## src/rtl/recip_divider_client.sv

```systemverilog
// Integer divider front-end: fetches 1/b from an external reciprocal unit over a
// four-phase req/ack handshake, multiplies by a, then fixes the estimate stepwise.
module recip_divider_client #(
    parameter int unsigned N        = 8,
    parameter int unsigned TIMEOUT  = 255,
    parameter int unsigned MAX_CORR = 3
) (
    input  logic             clock,
    input  logic             rst_n,
    input  logic             start,
    input  logic [N-1:0]     a,
    input  logic [N-1:0]     b,
    input  logic [3:0]       n_iter,
    output logic             busy,
    output logic             done,
    output logic [N-1:0]     q,
    output logic [N-1:0]     r,
    output logic             div_zero,
    output logic             err,
    output logic             rq_req,
    output logic [N-1:0]     rq_x,
    output logic [3:0]       rq_n_iter,
    input  logic [2*N-1:0]   rq_x_inv,
    input  logic             rq_ack
);
    localparam int unsigned RW = N + 2;
    localparam int unsigned PW = 3 * N;
    localparam int unsigned CW = 16;
    localparam int unsigned SW = (MAX_CORR < 1) ? 1 : $clog2(MAX_CORR + 1);

    typedef enum logic [2:0] {
        ST_IDLE, ST_ZERO, ST_REQ, ST_DROP, ST_MUL, ST_CORR, ST_OUT, ST_FAIL
    } state_e;

    state_e          state_q, state_d;
    logic [N-1:0]    a_q, a_d, b_q, b_d;
    logic [2*N-1:0]  xinv_q, xinv_d;
    logic [RW-1:0]   qe_q, qe_d, re_q, re_d;
    logic [CW-1:0]   cnt_q, cnt_d;
    logic [SW-1:0]   step_q, step_d;
    logic            busy_q, busy_d, done_q, done_d, err_q, err_d, dz_q, dz_d;
    logic            rq_req_q, rq_req_d;
    logic [N-1:0]    rq_x_q, rq_x_d, q_q, q_d, r_q, r_d;
    logic [3:0]      rq_n_q, rq_n_d;

    logic [N-1:0]    qe_mul_c;
    logic            re_neg_c, re_ge_c, step_max_c, cnt_max_c;

    // Integer part of a * (x_inv / 2^2N); an N-bit slice never exceeds 2^N-1.
    assign qe_mul_c   = N'((PW'(a_q) * PW'(xinv_q)) >> (2 * N));
    assign re_neg_c   = re_q[RW-1];
    assign re_ge_c    = !re_q[RW-1] && (re_q >= RW'(b_q));
    assign step_max_c = (step_q == SW'(MAX_CORR));
    assign cnt_max_c  = (cnt_q == CW'(TIMEOUT - 1));

    always_comb begin
        state_d  = state_q;
        a_d      = a_q;
        b_d      = b_q;
        xinv_d   = xinv_q;
        qe_d     = qe_q;
        re_d     = re_q;
        cnt_d    = cnt_q;
        step_d   = step_q;
        busy_d   = busy_q;
        dz_d     = dz_q;
        rq_x_d   = rq_x_q;
        rq_n_d   = rq_n_q;
        q_d      = q_q;
        r_d      = r_q;
        done_d   = 1'b0;
        err_d    = 1'b0;
        rq_req_d = 1'b0;
        case (state_q)
            // Start arriving while done/err is still visible is dropped.
            ST_IDLE: begin
                if (start && !done_q && !err_q) begin
                    a_d    = a;
                    b_d    = b;
                    busy_d = 1'b1;
                    dz_d   = 1'b0;
                    cnt_d  = '0;
                    if (b == '0) begin
                        state_d = ST_ZERO;
                    end else begin
                        rq_x_d   = b;
                        rq_n_d   = n_iter;
                        rq_req_d = 1'b1;
                        state_d  = ST_REQ;
                    end
                end
            end
            ST_REQ: begin
                if (rq_ack) begin
                    xinv_d  = rq_x_inv;
                    cnt_d   = '0;
                    state_d = ST_DROP;
                end else if (cnt_max_c) begin
                    state_d = ST_FAIL;
                end else begin
                    cnt_d    = cnt_q + CW'(1);
                    rq_req_d = 1'b1;
                end
            end
            ST_DROP: begin
                if (!rq_ack) begin
                    state_d = ST_MUL;
                end else if (cnt_max_c) begin
                    state_d = ST_FAIL;
                end else begin
                    cnt_d = cnt_q + CW'(1);
                end
            end
            ST_MUL: begin
                qe_d    = RW'(qe_mul_c);
                re_d    = RW'(a_q) - RW'(qe_mul_c) * RW'(b_q);
                step_d  = '0;
                state_d = ST_CORR;
            end
            ST_CORR: begin
                if (re_neg_c || re_ge_c) begin
                    if (step_max_c) begin
                        state_d = ST_FAIL;
                    end else begin
                        qe_d   = re_neg_c ? qe_q - RW'(1) : qe_q + RW'(1);
                        re_d   = re_neg_c ? re_q + RW'(b_q) : re_q - RW'(b_q);
                        step_d = step_q + SW'(1);
                    end
                end else begin
                    state_d = ST_OUT;
                end
            end
            ST_OUT: begin
                q_d     = qe_q[N-1:0];
                r_d     = re_q[N-1:0];
                done_d  = 1'b1;
                busy_d  = 1'b0;
                state_d = ST_IDLE;
            end
            ST_ZERO: begin
                q_d     = '1;
                r_d     = a_q;
                dz_d    = 1'b1;
                done_d  = 1'b1;
                busy_d  = 1'b0;
                state_d = ST_IDLE;
            end
            ST_FAIL: begin
                err_d   = 1'b1;
                busy_d  = 1'b0;
                state_d = ST_IDLE;
            end
            default: state_d = ST_IDLE;
        endcase
    end

    always_ff @(posedge clock or negedge rst_n) begin
        if (!rst_n) begin
            state_q  <= ST_IDLE;
            a_q      <= '0;
            b_q      <= '0;
            xinv_q   <= '0;
            qe_q     <= '0;
            re_q     <= '0;
            cnt_q    <= '0;
            step_q   <= '0;
            busy_q   <= 1'b0;
            done_q   <= 1'b0;
            err_q    <= 1'b0;
            dz_q     <= 1'b0;
            rq_req_q <= 1'b0;
            rq_x_q   <= '0;
            rq_n_q   <= '0;
            q_q      <= '0;
            r_q      <= '0;
        end else begin
            state_q  <= state_d;
            a_q      <= a_d;
            b_q      <= b_d;
            xinv_q   <= xinv_d;
            qe_q     <= qe_d;
            re_q     <= re_d;
            cnt_q    <= cnt_d;
            step_q   <= step_d;
            busy_q   <= busy_d;
            done_q   <= done_d;
            err_q    <= err_d;
            dz_q     <= dz_d;
            rq_req_q <= rq_req_d;
            rq_x_q   <= rq_x_d;
            rq_n_q   <= rq_n_d;
            q_q      <= q_d;
            r_q      <= r_d;
        end
    end

    assign busy      = busy_q;
    assign done      = done_q;
    assign err       = err_q;
    assign div_zero  = dz_q;
    assign rq_req    = rq_req_q;
    assign rq_x      = rq_x_q;
    assign rq_n_iter = rq_n_q;
    assign q         = q_q;
    assign r         = r_q;

endmodule

```

## config.mk

```make
export PLATFORM = sky130hd
export DESIGN_NAME = recip_divider_client
export DESIGN_NICKNAME = d
export VERILOG_FILES = /design/src/rtl/recip_divider_client.sv
export SDC_FILE = /design/constraint.sdc
export NUM_CORES = 1
export LEC_CHECK = 0
export ABC_AREA = 1
export BUFFER_PORTS_ARGS = -buffer_cell sky130_fd_sc_hd__buf_2
export CORE_ASPECT_RATIO = 1.1
export CORE_MARGIN = 2
export CORE_UTILIZATION = 30
export CTS_BUF_LIST = sky130_fd_sc_hd__clkbuf_2 sky130_fd_sc_hd__clkbuf_4 sky130_fd_sc_hd__clkbuf_8
export DETAILED_ROUTE_END_ITERATION = 8
export GPL_TIMING_DRIVEN = 0
export PLACE_DENSITY = 0.49
export SLEW_MARGIN = 20
export SYNTH_ARGS = -nofsm -noshare
export SYNTH_HDL_FRONTEND = slang
export SYNTH_SLANG_ARGS = --single-unit
```

## constraint.sdc

```tcl
create_clock -name clock -period 25.7 [get_ports clock]
set_input_delay 7.71 -clock clock [delete_from_list [all_inputs] [get_ports clock]]
set_output_delay 7.71 -clock clock [all_outputs]
set_load 0.1 [all_outputs]
```

-- Word level (Yosys, flattened, before mapping)
Index checks and enable logic that the tools add are counted.
- $add $sub $neg: 7
- $mul: 2
- order comparisons: 1
- eq/ne operators: 14
- mux-type cells: 37
- bitwise operators: 1
- reduce and logical (&&, ||, !) cells: 24
- operator list (kind ; number):
    2-to-1 mux 16 bit ; 4
    2-to-1 mux 10 bit ; 6
    case mux 16 bit (3 select lines) ; 1
    case mux 10 bit (2 select lines) ; 2
    case mux 8 bit (2 select lines) ; 2
    multiplier 8 x 16 -> 24 bit ; 1
    2-to-1 mux 3 bit ; 6
    case mux 3 bit (6 select lines) ; 1
    adder 16 x 1 -> 16 bit (second input constant) ; 1
    == test 16 x 8 -> 1 bit (second input constant) ; 1
    == test 3 bit (second input constant) ; 4
    adder 10 x 1 -> 10 bit (second input constant) ; 1
    adder 10 x 8 -> 10 bit ; 1
    >= comparator 10 x 8 -> 1 bit ; 1
    multiplier 8 x 8 -> 10 bit ; 1
    AND reduction 2 bit ; 5
    subtractor 10 x 1 -> 10 bit (second input constant) ; 1
    subtractor 10 x 8 -> 10 bit ; 1
    subtractor 8 x 10 -> 10 bit ; 1
    AND reduction 3 bit ; 3
    zero test 8 bit ; 1
    2-to-1 mux 1 bit ; 8
    inequality test 2 bit (second input constant) ; 4
    nonzero test 2 bit ; 4
    other kinds (16) ; 25
- register bits: 106
- bits of input ports: 40
- output and inout port bits: 33
- word-level logic and storage cells: 103

-- Longest topological paths before layout
Gate-level depths: netlist of run 1.
- depth in word-level cells: 5
- mapped depth: 50
- gate-level depth less buffers: 48

-- Least setup slack after synthesis of run 1
No wires, ideal clock.
- path type: input port to flip-flop
- start point: input port start
- end point: register cnt_q[12]
- setup time: 0.119 ns
- arrival: 9.128 ns
- required time: 25.581 ns
- slack: 16.453 ns
- stages: 19
- buffers on the path: 0
- cells stage by stage: inv_1 -> nor3_1 -> nor2_2 -> nor2_2 -> inv_2 -> nor2_2 -> inv_2 -> nor2_4 -> inv_2 -> nor2_4 -> inv_2 -> nor2_4 -> inv_2 -> nor2_4 -> nand2_2 -> nor2_4 -> nand3_1 -> nand2_1 -> nor2_1
- word-level cells in the longest chain between the ends: 4
- ends and longest elaborated chain (element ; RTL line ; RTL):
    from (decl) ; 10 ; input logic start,
    logical AND 1 bit (2 in series) ; 77 ; if (start && !done_q && !err_q) begin
    inequality test 2 bit (no source line) ; -- ;
    AND reduction 3 bit (no source line) ; -- ;
    to (signal assigned) ; 183 ; cnt_q <= cnt_d;
    to (decl) ; 39 ; logic [CW-1:0] cnt_q, cnt_d;
No other way between the ends.
A chain may end at the register's enable or synchronous reset.

-- Worst setup path in the final report of run 1
- start point: register a_q[3]
- end point: register re_q[9]
- word-level cells in the longest chain between the ends: 4
- ends and longest elaborated chain (element ; RTL line ; RTL):
    from (decl) ; 36 ; logic [N-1:0] a_q, a_d, b_q, b_d;
    from (signal assigned) ; 160 ; a_q <= '0;
    from (signal assigned) ; 178 ; a_q <= a_d;
    multiplier 8 x 16 -> 24 bit ; 50 ; assign qe_mul_c = N'((PW'(a_q) * PW'(xinv_q)) >> (2 * N));
    multiplier 8 x 8 -> 10 bit ; 116 ; re_d = RW'(a_q) - RW'(qe_mul_c) * RW'(b_q);
    subtractor 8 x 10 -> 10 bit (*) ; 116 ;
    case mux 10 bit (2 select lines) (*) ; 74 ; case (state_q)
    to (signal assigned) ; 182 ; re_q <= re_d;
    to (decl) ; 38 ; logic [RW-1:0] qe_q, qe_d, re_q, re_d;
Mark *: on every way between the ends. The rest lies on a longest branch, timed or not.

==> results.toml, run 1 <==
[clock_tree]
numClockSinks = 104
hold_buffers = 0
cts_root_buf = "clkbuf_8"
cts_setup_buffers = 0
clk_latency_ps = 420
max-clock-path-buffers = 2
h-tree-depth = 3
numCtsBuffers = 9
path_clk_slew_ps = 120
cts_resized = 0
cts_tree = "yes"

[global_route]
grt_pass1_vias = 9972
grt_max_degree = 73
track_usage_pct = 17.5
grt_pass1_wl_um = 54300
gr-total-overflow = 0
antenna_found_initial = 0

[detailed_routing]
route.detailed.drc = 0
dr.pass1.iters = 7
wl_um = 32800
antenna_left = 0
via_per_inst = 4.54
drtIter0Drc = 506
routedWlPerCell_um = 15.4
vias = 9694

[min_path]
hold_class = "reg -> reg"

[sta]
finClkSkew_ps = 23.7
drv_slew = 0
rsz0062_at_grt = "false"
fmax_mhz = 99.2
post-route-period-util_pct = 39.2
setup_tns_ps = 0
setup_violations = 0
tightestPinTransition_ps = 1110
relSlewSlack_pct = 25.9
finalHoldViolCount = 0
post-route-min-period_ps = 10080

[layout]
num-fill-cells = 4110
areaGrowthSynthToFinish_pct = 10.4
diodes = 0
nNetsFinal = 1874
fin_cells = 2134
layout-drive-gt1-share_pct = 10.5

[synth]
synth_top_area_share_pct = 22.6
ys_warn_count = 0
synth_top_area_cell = "dfrtp_1"
synth_seq_cells = 104
synth.most_common_cell = "nand2_1"
ys.flop_type = "dfrtp_1"
synth_commonest_cells = "373 x nand2_1, 350 x inv_1, 121 x nor2_1"
synth_edf_count = 0
synthCells = 1545
yosysSeqAreaShare_pct = 22.6
syn_area_sq_um = 11500
synthArstFlopShare_pct = 100
ys_types = 51
syn_avg_cell_area_sq_um = 7.46
synth.area.top_cells = "dfrtp_1 23%, fa_1 20%, nand2_1 12%"
synthesis.nets = 1790

[floorplan]
ios = 73
die_x_um = 191
die_area_sq_um = 40000
core_sq_um = 38000
die_y_um = 210
row_count = 75
start_util_pct = 30.3

[place]
io_buffers = 72
dp_hpwl_um = 26700
placed_cells = 2118
gp_congestion = 0.925

[critical_path]
end_kind = "flop"
startpoint_type = "flop"
cp.buffers_inverters = 9
crit_slowest_cell = "clkbuf_1"
cp_slowest_stage_delay_ps = 860
required_ps = 26060
cp_max_fo = 10
arrival_ps = 10440
path_delay_family = "adder cells"
critPathKind = "reg -> reg"

[job]
cap_viol_max_count = 0

[run_status]
outcome = "finished, final reports clean"
worst register-to-register path, delay by kind of cell, from the launching register on:
family	cells	cell delay, ps
AO/OA/AOI/OAI	6	920
XOR/XNOR	1	530
adder cells (fa/ha/maj)	10	4920
buffers and inverters	9	1860
flip-flops	1	500
AND/OR/NAND/NOR	13	1300
stage by stage:
step           instance area, sq um  setup WS, ps  util, %  hold WS [ps]
2_1_floorplan                 11500         16450        -           453
3_3_place_gp                  12500         15390     32.9           455
3_5_place_dp                  12600         15410     33.0           453
4_1_cts                       12700         15620     33.5           482
5_1_grt                       12700         15040     33.5           512
6_report                      12700         15620     33.5           482
cell families (layout without fill, tap and decap cells):
logic type	Yosys count	count (layout)	share of synthesized area, %
compound gates	195	195	9.41
xor+xnor	16	16	1.28
fa+ha+maj	205	205	29.7
buf+inv	413	502	13.6
flops	104	104	22.6
mux	16	16	1.56
simple gates	596	596	21.9
state kept, by name, summed over array words and instances (netlist names):
register,flops
q,8
qe_q,8
div_zero,1
a_q,8
state_q,3
r,8
re_q,10
rq_req,1
b_q,8
err,1
rq_x,8
rq_n_iter,4
xinv_q,16
busy,1
done,1
step_q,2
cnt_q,16
path summary, 6_finish.rpt:
kind,start,to,slack [ps],cells past startpoint
max,a_q[3],re_q[9],15620,39
min,rq_x[7],rq_x[7],480,2
max reg2reg,a_q[3],re_q[9],15620,39
min reg2reg,rq_x[7],rq_x[7],480,2
max in group asynchronous,rst_n,re_q[4],17820,2
min in group asynchronous,rst_n,xinv_q[0],7180,1
layer usage:
layer	GRT usage, %	wire (um)	vias to the layer above
met5	0	0	-
met4	4.14	655	0
met3	1.76	1010	39
met2	30.8	16200	178
met1	22.9	14900	4635
li1	-	-	4842
cells in the final DEF (no fill, tap or decap), drive strengths merged:
cell,n
a22oi,2
or2,2
a21o,1
xor2,14
o31ai,2
and2,1
xnor2,2
fa,115
a31oi,2
o21bai,10
buf,82
nand2,389
o311ai,3
a21oi,80
and3,1
clkinvlp,1
nor3,12
a41oi,1
nor2,134
nand3,38
nand4,12
o2111ai,1
o21ai,79
a211oi,6
clkinv,7
o22ai,1
o211ai,3
ha,90
inv,364
nor4,5
nand3b,2
dfrtp,104
o21a,3
clkbuf,48
mux2,16
o32ai,1
final cells by class:
class                      instances  area [sq um]  share of cell area, %
buffer                            47           191                   1.50
clock buffer                      10           131                   1.03
clock inverter                     6          50.0                  0.393
inverter                         366          1370                   10.8
multi-input combinational       1028          7360                   57.8
sequential                       104          2600                   20.4
tap                              500           626                   4.91
timing repair buffer              73           394                   3.10
Power of run 1 is not shown: default switching activity piles up to over one toggle a cycle in this logic, so the estimate is an artifact.
==> run 2: changes to the inputs <==
--- a/config.mk
+++ b/config.mk
@@ -13,7 +13,7 @@
 export CTS_BUF_LIST = sky130_fd_sc_hd__clkbuf_2 sky130_fd_sc_hd__clkbuf_4 sky130_fd_sc_hd__clkbuf_8
 export DETAILED_ROUTE_END_ITERATION = 8
 export GPL_TIMING_DRIVEN = 0
-export PLACE_DENSITY = 0.49
+export PLACE_DENSITY = 0.51
 export SLEW_MARGIN = 20
 export SYNTH_ARGS = -nofsm -noshare
 export SYNTH_HDL_FRONTEND = slang
==> constraint.sdc (replaced) <==
create_clock -name clock -period 8.18 [get_ports clock]
set_input_delay 2.454 -clock clock [delete_from_list [all_inputs] [get_ports clock]]
set_output_delay 2.454 -clock clock [all_outputs]
set_load 0.1 [all_outputs]
==> run 2 against run 1 <==
Effect of this change:
- register-to-register slack got worse by 16000 ps
- global-route usage increased by 0.51 points
- first-iteration DRC count decreased by 5.5%
- critical path depth increased by 2
- sequential share of layout area decreased by 1.3 points
- clock-buffer cell count increased by 1
- die area unchanged
- critical path type unchanged
- non-clock buffer count increased by 22
- flip-flop and latch count unchanged
- routed wire length increased by 4.9%
==> results.toml, run 2 (same netlist as run 1, synthesis figures left out) <==
[place]
dp_hpwl_um = 27200
gp_congestion = 0.922
io_buffers = 72
post_dp_cell_area_sq_um = 12600

[floorplan]
die_area_sq_um = 40000
start_util_pct = 30.3
die_x_um = 191
core_sq_um = 38000
row_count = 75
die_y_um = 210
ios = 73

[detailed_routing]
route.detailed.drc = 0
antenna_left = 0
vias = 10000
routedWlPerCell_um = 16.0
drtIter0Drc = 478
wl_um = 34400
via_per_inst = 4.65
dr.pass1.iters = 5

[global_route]
grt_max_degree = 74
antenna_found_initial = 0
track_usage_pct = 18.0
grt_pass1_wl_um = 55400
gr-total-overflow = 0
grt_pass1_vias = 10400

[clock_tree]
cts_root_buf = "clkbuf_8"
max-clock-path-buffers = 2
cts_tree = "yes"
numCtsBuffers = 9
h-tree-depth = 3
numClockSinks = 104
path_clk_slew_ps = 110
hold_buffers = 0
clk_latency_ps = 410

[critical_path]
cp_max_fo = 8
startpoint = "a_q[5]"
reg2reg_from = "a_q[5]"
cp_slowest_stage_delay_ps = 560
arrival_ps = 8450
cp.buffers_inverters = 10
startpoint_type = "flop"
crit_slowest_cell = "fa_1"
end_kind = "flop"
critPathKind = "reg -> reg"
path_delay_family = "adder cells"
required_ps = 8530

[sta]
fmax_mhz = 124
finalHoldViolCount = 0
tightestPinTransition_ps = 884
post-route-period-util_pct = 98.9
finClkSkew_ps = 16.4
setup_violations = 0
drv_slew = 0
relSlewSlack_pct = 40.6
rsz0062_at_grt = "true"
post-route-min-period_ps = 8090

[layout]
areaGrowthSynthToFinish_pct = 18.7
layout-drive-gt1-share_pct = 20.0
top_regs = "cnt_q x16, xinv_q x16, re_q x10"
layout.cells.most_common = "nand2_1"
num-fill-cells = 4082
final_area_sq_um = 13700
mostFrequentLayoutCells = "343 x nand2_1, 327 x inv_1, 110 x nor2_1, 110 x fa_1, 98 x dfrtp_1"
nNetsFinal = 1896
diodes = 0

[min_path]
holdCritStartpoint = "rq_n_iter[0]"
hold_class = "reg -> reg"

[job]
cap_viol_max_count = 0

[run_status]
outcome = "finished, final reports clean"
==> run 2: cell count changes in the layout (fill, tap and decap cells not counted), sizes merged <==
cell,delta
inv,-3
clkbuf,-19
bufinv,+1
buf,+42
clkinvlp,+1
==> run 2: repair_timing <==
action	4_1_cts	5_1_grt
resized for setup	121	51
endpoints found under the setup margin	8	4
setup buffers	32	10
pin swaps	61	60
==> run 2: metal layers <==
metal / wire (um) / global-route usage, % / vias to the layer above / part of all wire (%)
met1: 14600 / 22.4 / 4903 / 42
met5: 0 / 0 / - / 0
met4: 990 / 5.88 / 0 / 2.9
met2: 17400 / 32.0 / 186 / 51
met3: 1410 / 2.34 / 43 / 4.1
li1: - / - / 4884 / -
==> run 2: layout make-up <==
cell class	count	area, sq um	area share (%)
multi-input combinational	1028	7880	57.6
sequential	104	2620	19.1
inverter	366	1380	10.1
timing repair buffer	115	732	5.35
tap	500	626	4.57
buffer	27	226	1.66
clock buffer	11	151	1.11
clock inverter	5	63.8	0.466
==> run 2: metrics by stage <==
| stage | worst slack [ps] | TNS, ps | hold slack (ps) | std cells | utilization (%) |
|---|---|---|---|---|---|
| final | 87.7 | 0 | 479 | 2156 | 36.0 |
| after global routing | -211 | -235 | 503 | 2156 | 36.0 |
| after CTS | 26.2 | 0 | 485 | 2153 | 35.4 |
| after detailed placement | -1800 | -7370 | 458 | 2118 | 33.0 |
| after global placement | -1830 | -7430 | 451 | 2117 | 32.9 |
| after floorplan | 119 | 0 | 453 | 1545 | - |
==> run 2: worst reg2reg max path: cells and delay by family (launching register included) <==
kind                     cells  cell delay (ps)
buffers and inverters       10              840
adder cells (fa/ha/maj)     10             4500
flip-flops                   1              540
AND/OR/NAND/NOR             17             1570
AO/OA/AOI/OAI                4              570
==> run 2: path summary, 6_finish.rpt <==
path	end	slack, ps	depth (start not counted)
hold / removal	rq_n_iter[0]	480	2
setup / recovery	re_q[9]	90	41
setup reg to reg	re_q[9]	90	41
max in group asynchronous	re_q[4]	5550	2
min in group asynchronous	xinv_q[0]	1920	1
hold reg to reg	rq_n_iter[0]	480	2
Power of run 2 is left out for the same reason.
